==> config.mk <==
export PLATFORM = sky130hd
export DESIGN_NAME = adder_b_sequencer
export DESIGN_NICKNAME = d
export VERILOG_FILES = /design/src/rtl/adder_b_sequencer_pkg.sv /design/src/rtl/adder_b_sequencer_edge.sv /design/src/rtl/adder_b_sequencer.sv
export SDC_FILE = /design/constraint.sdc
export NUM_CORES = 1
export LEC_CHECK = 0
export ABC_CLOCK_PERIOD_IN_PS = 1550
export CAP_MARGIN = 20
export CORE_MARGIN = 8
export CORE_UTILIZATION = 38
export DETAILED_ROUTE_END_ITERATION = 8
export PLACE_DENSITY = 0.73
export SLEW_MARGIN = 15
export SYNTH_ARGS = -nofsm -noshare
export SYNTH_HDL_FRONTEND = slang
export SYNTH_HIERARCHICAL = 1
export SYNTH_SLANG_ARGS = --single-unit
==> constraint.sdc <==
create_clock -name clk -period 1.55 [get_ports clk]
set_input_delay 0.2325 -clock clk [delete_from_list [all_inputs] [get_ports clk]]
set_output_delay 0.2325 -clock clk [all_outputs]
set_load 0.05 [all_outputs]
==> src/rtl/adder_b_sequencer_pkg.sv <==
// Shared types and constants for the adiabatic adder sequencer slice.
// Latency: none (declarations only).
// Backpressure: not applicable.
package adiabatic_pkg;

    typedef enum logic [1:0] {
        IDLE = 2'd0,
        WAIT = 2'd1,
        HOLD = 2'd2
    } seq_state_t;

    localparam int ADDER_WIDTH   = 16;
    localparam int BENNETT_WIDTH = 8;

endpackage

==> src/rtl/adder_b_sequencer_edge.sv <==
// Registers adder calculation_done and produces a one-cycle rising-edge pulse.
// Latency: pulse is combinational against the previous-cycle level (one register).
// Backpressure: none; samples every cycle regardless of sequencer state.
module done_edge_detect (
    input  logic clk,
    input  logic reset,
    input  logic adder_done,
    output logic done_rise
);

    logic done_q;

    // Track the previous level of done on every cycle so WAIT entry never sees a stale edge.
    always_ff @(posedge clk) begin
        if (reset) begin
            done_q <= 1'b0;
        end else begin
            done_q <= adder_done;
        end
    end

    assign done_rise = adder_done & ~done_q;

endmodule

==> src/rtl/adder_b_sequencer.sv <==
// Holds operands on the Bennett-clocked adder and captures the result after a fresh done edge.
// Latency: accept->operands 1 cycle; qualifying done edge->res_valid 1 cycle; watchdog abort at TIMEOUT.
// Backpressure: in_ready only in IDLE; result held in HOLD until res_ready, new requests stalled.
module adder_b_sequencer
    import adiabatic_pkg::*;
#(
    parameter int WIDTH      = ADDER_WIDTH,
    parameter int SKIP_EDGES = 1,
    parameter int TIMEOUT    = 1024
) (
    input  logic             clk,
    input  logic             reset,
    input  logic             in_valid,
    output logic             in_ready,
    input  logic [WIDTH-1:0] in_a,
    input  logic [WIDTH-1:0] in_b,
    input  logic             in_cin,
    output logic [WIDTH-1:0] adder_a,
    output logic [WIDTH-1:0] adder_b,
    output logic             adder_cin,
    input  logic [WIDTH-1:0] adder_out,
    input  logic             adder_cout,
    input  logic             adder_done,
    output logic             res_valid,
    input  logic             res_ready,
    output logic [WIDTH-1:0] res_sum,
    output logic             res_cout,
    output logic             busy,
    output logic             timeout_err
);

    localparam int EDGE_W = $clog2(SKIP_EDGES + 2);
    localparam int WD_W   = $clog2(TIMEOUT);

    // Edge count at which the capture happens (earlier edges may be from a stale Bennett cycle).
    localparam logic [EDGE_W-1:0] SKIP_CNT = EDGE_W'(SKIP_EDGES);
    // Watchdog value whose increment would reach TIMEOUT-1: abort lands exactly TIMEOUT cycles after accept.
    localparam logic [WD_W-1:0]   WD_LAST  = WD_W'(TIMEOUT - 2);

    seq_state_t         state;
    logic [EDGE_W-1:0]  edge_cnt;
    logic [WD_W-1:0]    wd_cnt;
    logic               done_rise;
    logic               qual_edge;

    done_edge_detect u_edge (
        .clk        (clk),
        .reset      (reset),
        .adder_done (adder_done),
        .done_rise  (done_rise)
    );

    assign qual_edge = done_rise && (edge_cnt == SKIP_CNT);

    // Sequencer FSM with operand, result, counter and error registers.
    always_ff @(posedge clk) begin
        if (reset) begin
            state       <= IDLE;
            adder_a     <= '0;
            adder_b     <= '0;
            adder_cin   <= 1'b0;
            res_sum     <= '0;
            res_cout    <= 1'b0;
            edge_cnt    <= '0;
            wd_cnt      <= '0;
            timeout_err <= 1'b0;
        end else begin
            case (state)
                IDLE: begin
                    if (in_valid) begin
                        adder_a   <= in_a;
                        adder_b   <= in_b;
                        adder_cin <= in_cin;
                        edge_cnt  <= '0;
                        wd_cnt    <= '0;
                        state     <= WAIT;
                    end
                end
                WAIT: begin
                    wd_cnt <= wd_cnt + WD_W'(1);
                    // A qualifying edge in the watchdog's last cycle still wins.
                    if (qual_edge) begin
                        res_sum  <= adder_out;
                        res_cout <= adder_cout;
                        state    <= HOLD;
                    end else if (wd_cnt == WD_LAST) begin
                        timeout_err <= 1'b1;
                        state       <= IDLE;
                    end else if (done_rise) begin
                        edge_cnt <= edge_cnt + EDGE_W'(1);
                    end
                end
                HOLD: begin
                    if (res_ready) begin
                        state <= IDLE;
                    end
                end
                default: begin
                    state <= IDLE;
                end
            endcase
        end
    end

    assign in_ready  = (state == IDLE);
    assign busy      = (state != IDLE);
    assign res_valid = (state == HOLD);

endmodule

==> flow_results.org <==
** Outcome
- The run finished with clean final reports.

** Yosys
- Top post-synthesis cells by area :: sky130_fd_sc_hd__dfxtp_1 52%, sky130_fd_sc_hd__nand2_1 15%, sky130_fd_sc_hd__a21oi_1 12%, sky130_fd_sc_hd__clkbuf_1 2.1%, sky130_fd_sc_hd__ha_1 1.5%
- Adder and majority cell fraction of the synthesized area :: 0.0148
- YS warnings :: 6
- Of the post-synthesis cell area, the dominant cell type holds 0.519.
- Fraction of the mapped netlist area in compound gates :: 0.150
- Mean area per synthesized cell :: 8.10 um2
- Register area share after synthesis :: 0.519
- Post-Synthesis Net Count :: 372
- Leading register cell type out of synthesis :: sky130_fd_sc_hd__dfxtp_1
- Post-synth EDFFs :: 0
- Number of instances in the synthesized netlist :: 314
- Counting flops with an async set or reset pin after synthesis yields a share of 0.
- Counting flops and latches in the post-synthesis netlist gives 66.
- After synthesis, the share of cell area in mux cells is 0.00885.
- Of the total synthesized cell area, the portion taken by XOR and XNOR cells is 0.
- After synthesis the cells add up to 2540 um2.
- By area, the combinational part of the netlist is dominated by simple AND/OR/NAND/NOR gates.
- Number of unique standard cell types used by synthesis :: 33
- Post-synthesis cell type with the largest combined area :: sky130_fd_sc_hd__dfxtp_1
- Of the total synthesized cell area, the portion taken by AND, OR, NAND and NOR gates is 0.265.

** Power and ir drop
- Static leakage power :: 0.00159 uW
- Of the total power, the share spent switching nets is 0.279.
- Sequential share of power :: 0.447
- Summed over all nets, the switching power comes to 1120 uW.
- Of the total power, combinational logic draws 0.179.
- Power per unit of standard cell area :: 1020 nW/um2
- Peak supply drop :: 549 uV
- Internal Dissipation :: 2900 uW
- Clock share of power :: 0.374

** CTS
- TritonCTS built the clock tree.
- Clock-pin slew of the registers on the worst-case setup and hold paths :: 80 ps
- Number of H-tree branching levels :: 3
- Root buffer cell :: sky130_fd_sc_hd__clkbuf_8
- TritonCTS buffer count :: 9
- Number of buffers on the longest clock path :: 2
- Source-to-sink clock delay at the later pin of the worst-skew pair :: 340 ps
- Clk sink count :: 66
- Hold-fix buffers, CTS :: 0

** Final layout
- After filler insertion, the fill cell instance count of the layout stands at 605.
- Once layout is complete, the cells apart from fillers number 517.
- Share of final-layout standard cells stronger than drive strength 1 :: 0.243
- Number of nets in the layout :: 490
- The library cell used most frequently in the layout, excluding fill and tap cells, is sky130_fd_sc_hd__nand2_1.
- Relative area change from synthesis to final layout :: 55.1%
- Summing all multi-input logic gate instances after layout gives 1150 um2.
- Fin area :: 3950 um2
- The library cells used most frequently in the layout, excluding fill and tap cells, are 104 x sky130_fd_sc_hd__nand2_1, 70 x sky130_fd_sc_hd__buf_4, 64 x sky130_fd_sc_hd__dfxtp_1, 59 x sky130_fd_sc_hd__a21oi_1, 53 x sky130_fd_sc_hd__clkdlybuf4s50_1.
- The number of antenna diodes in the final layout is 0.
- Across the whole layout, storage elements account for 1320 um2.

** Global routing
- GRT overflow :: 0
- Total routing resource utilization after global routing :: 0.151
- The first global-routing pass estimated 11800 um of wire.
- Entering global routing, the biggest net connects 32 pins.
- The number of global-route vias before repair came to 2508.
- The number of antenna violations at the first check in global routing came to 0.

** Placement
- Buffers on Ports :: 108
- Post-detailed-placement half-perimeter wirelength :: 5380 um
- The congestion estimate from routability-driven global placement came to 0.761.
- Total instance count after detailed placement :: 500
- Area after detailed placement :: 3690 um2

** Setup path
- Crit Path Class :: register to register
- Data arrives at the worst endpoint at 1810 ps.
- Worst Path Max Fanout :: 2
- STA puts the critical path data required time at 1820 ps.
- Endpoint type of the worst setup path :: register
- For the worst flop-to-flop path, the logic depth is 6.
- Element type at the critical path start :: register

** Timing
- Number of max-slew violations in the final report :: 0
- Hold violation total from the final report :: 0
- The tightest hold path in the finished design has a slack of 293 ps.
- Setup repair after global routing could not meet its margin everywhere.
- Worst setup skew after layout :: 8.40 ps
- Max transition margin :: 0.769
- Actual transition at the worst max-transition pin :: 347 ps
- Endpoints failing setup :: 0
- Max Clock Freq :: 0.649 GHz
- Crit share post-route :: 0.994
- Minimum clock period :: 1540 ps

** Floorplan
- In this run the vertical extent of the chip is 97.8 um.
- Die area :: 9570 um2
- Die Wd :: 97.8 um
- Placement Rows :: 30
- Number of top-level design ports :: 109
- Core area :: 6640 um2
- The initial utilization of the core area, before any placement, comes to 0.383.

** Route
- Dividing the detail-routed wire length by the instance count gives 13.8 um.
- Initial DRC count :: 64
- Number of design rule violations left after detail routing :: 0
- Wires add up to 7150 um.
- Vias post-DR :: 2513
- In the routed layout, each cell is associated on average with a via count of 4.86.
- Post-DRT Antenna Nets :: 0
- Pre-antenna DRT Iters :: 4

** Worst hold path
- The worst hold path passes through 2 cells.
- Tightest Hold Check Type :: primary input to register

** Run
- Max capacitance violation total :: 0
-- registers in the layout, indices dropped and copies added, names as in the netlist --
signal	flops
wd_cnt	10
res_cout	1
adder_b	16
res_sum	16
adder_a	16
adder_cin	1
u_edge/done_q	1
state	2
edge_cnt	2
timeout_err	1
-- path summary, 6_finish.rpt --
kind,slack (ps),end,start
worst max register to register,10,edge_cnt[0]$_SDFFE_PP0P_,wd_cnt[0]$_SDFFE_PP0P_
worst min-delay path,290,edge_cnt[0]$_SDFFE_PP0P_,reset
worst min register to register,450,adder_b[13]$_SDFFE_PP0P_,adder_b[13]$_SDFFE_PP0P_
worst max-delay path,10,edge_cnt[0]$_SDFFE_PP0P_,wd_cnt[0]$_SDFFE_PP0P_
-- cell families after synthesis --
family,count (synthesis)
AOI/OAI and AO/OA,72
adders and majority gates,3
buffers and inverters,25
DFF,66
muxes,2
and+or+nand+nor,146
-- per-layer routing --
metal	routed length, um	GRT usage	up-vias
met3	650	0.0661	13
met2	3380	0.241	78
met1	2930	0.164	1143
met4	189	0.0851	0
li1	-	-	1279
met5	0	0	-
-- cell usage after synthesis, drive strengths merged, types with 2 or more instances --
| cell | instances |
|---|---|
| a21oi | 60 |
| nand3 | 6 |
| ha | 3 |
| buf | 7 |
| clkbuf | 14 |
| nand2b | 3 |
| o21ai | 3 |
| nor2 | 10 |
| inv | 4 |
| nor2b | 4 |
| dfxtp | 66 |
| o31ai | 5 |
| nand4b | 4 |
| and3 | 3 |
| mux2 | 2 |
| nand2 | 104 |
| and4 | 3 |
-- power by group through the flow --
stage / Clock, uW / Combinational, uW / Sequential, uW
after global routing: 1620 / 771 / 1810
after CTS: 1550 / 725 / 1800
after detailed placement: 0 / 721 / 1830
final: 1510 / 720 / 1800
after floorplan: 0 / 199 / 2030
after global placement: 0 / 708 / 1830
-- worst max-delay path: stages, from the launching register on --
cell and delay (ps):
sky130_fd_sc_hd__dfxtp_2 330, sky130_fd_sc_hd__inv_2 40, sky130_fd_sc_hd__ha_4 140, sky130_fd_sc_hd__and4_1 170, sky130_fd_sc_hd__and3_4 180, sky130_fd_sc_hd__or4_4 480, sky130_fd_sc_hd__a21oi_2 130
-- repair_timing --
action | in CTS | in global routing
gates resized for setup | 6 | 4
gates cloned | 0 | 0
pin swaps | 3 | 3
setup endpoints to repair | 2 | 3
setup buffers | 0 | 1
hold endpoints to repair | 0 | 0
-- stage by stage --
stage	setup TNS [ps]	setup WS (ps)	util	power (uW)
floorplan	-7.97	-7.97	-	2220
global placement	-2930	-97.5	0.555	2540
detailed placement	-4730	-173	0.555	2560
CTS	-82.3	-82.3	0.590	4070
global route	-34.6	-34.6	0.594	4200
finish	0	9.85	0.594	4020
-- final cells by class --
class / instances / area share
Sequential cell: 66 / 0.335
Clock inverter: 5 / 0.0155
Tap cell: 80 / 0.0254
Inverter: 4 / 0.00380
Clock buffer: 11 / 0.0384
Timing Repair Buffer: 128 / 0.289
Multi-Input combinational cell: 223 / 0.292
(Power assumes the default switching activity.)
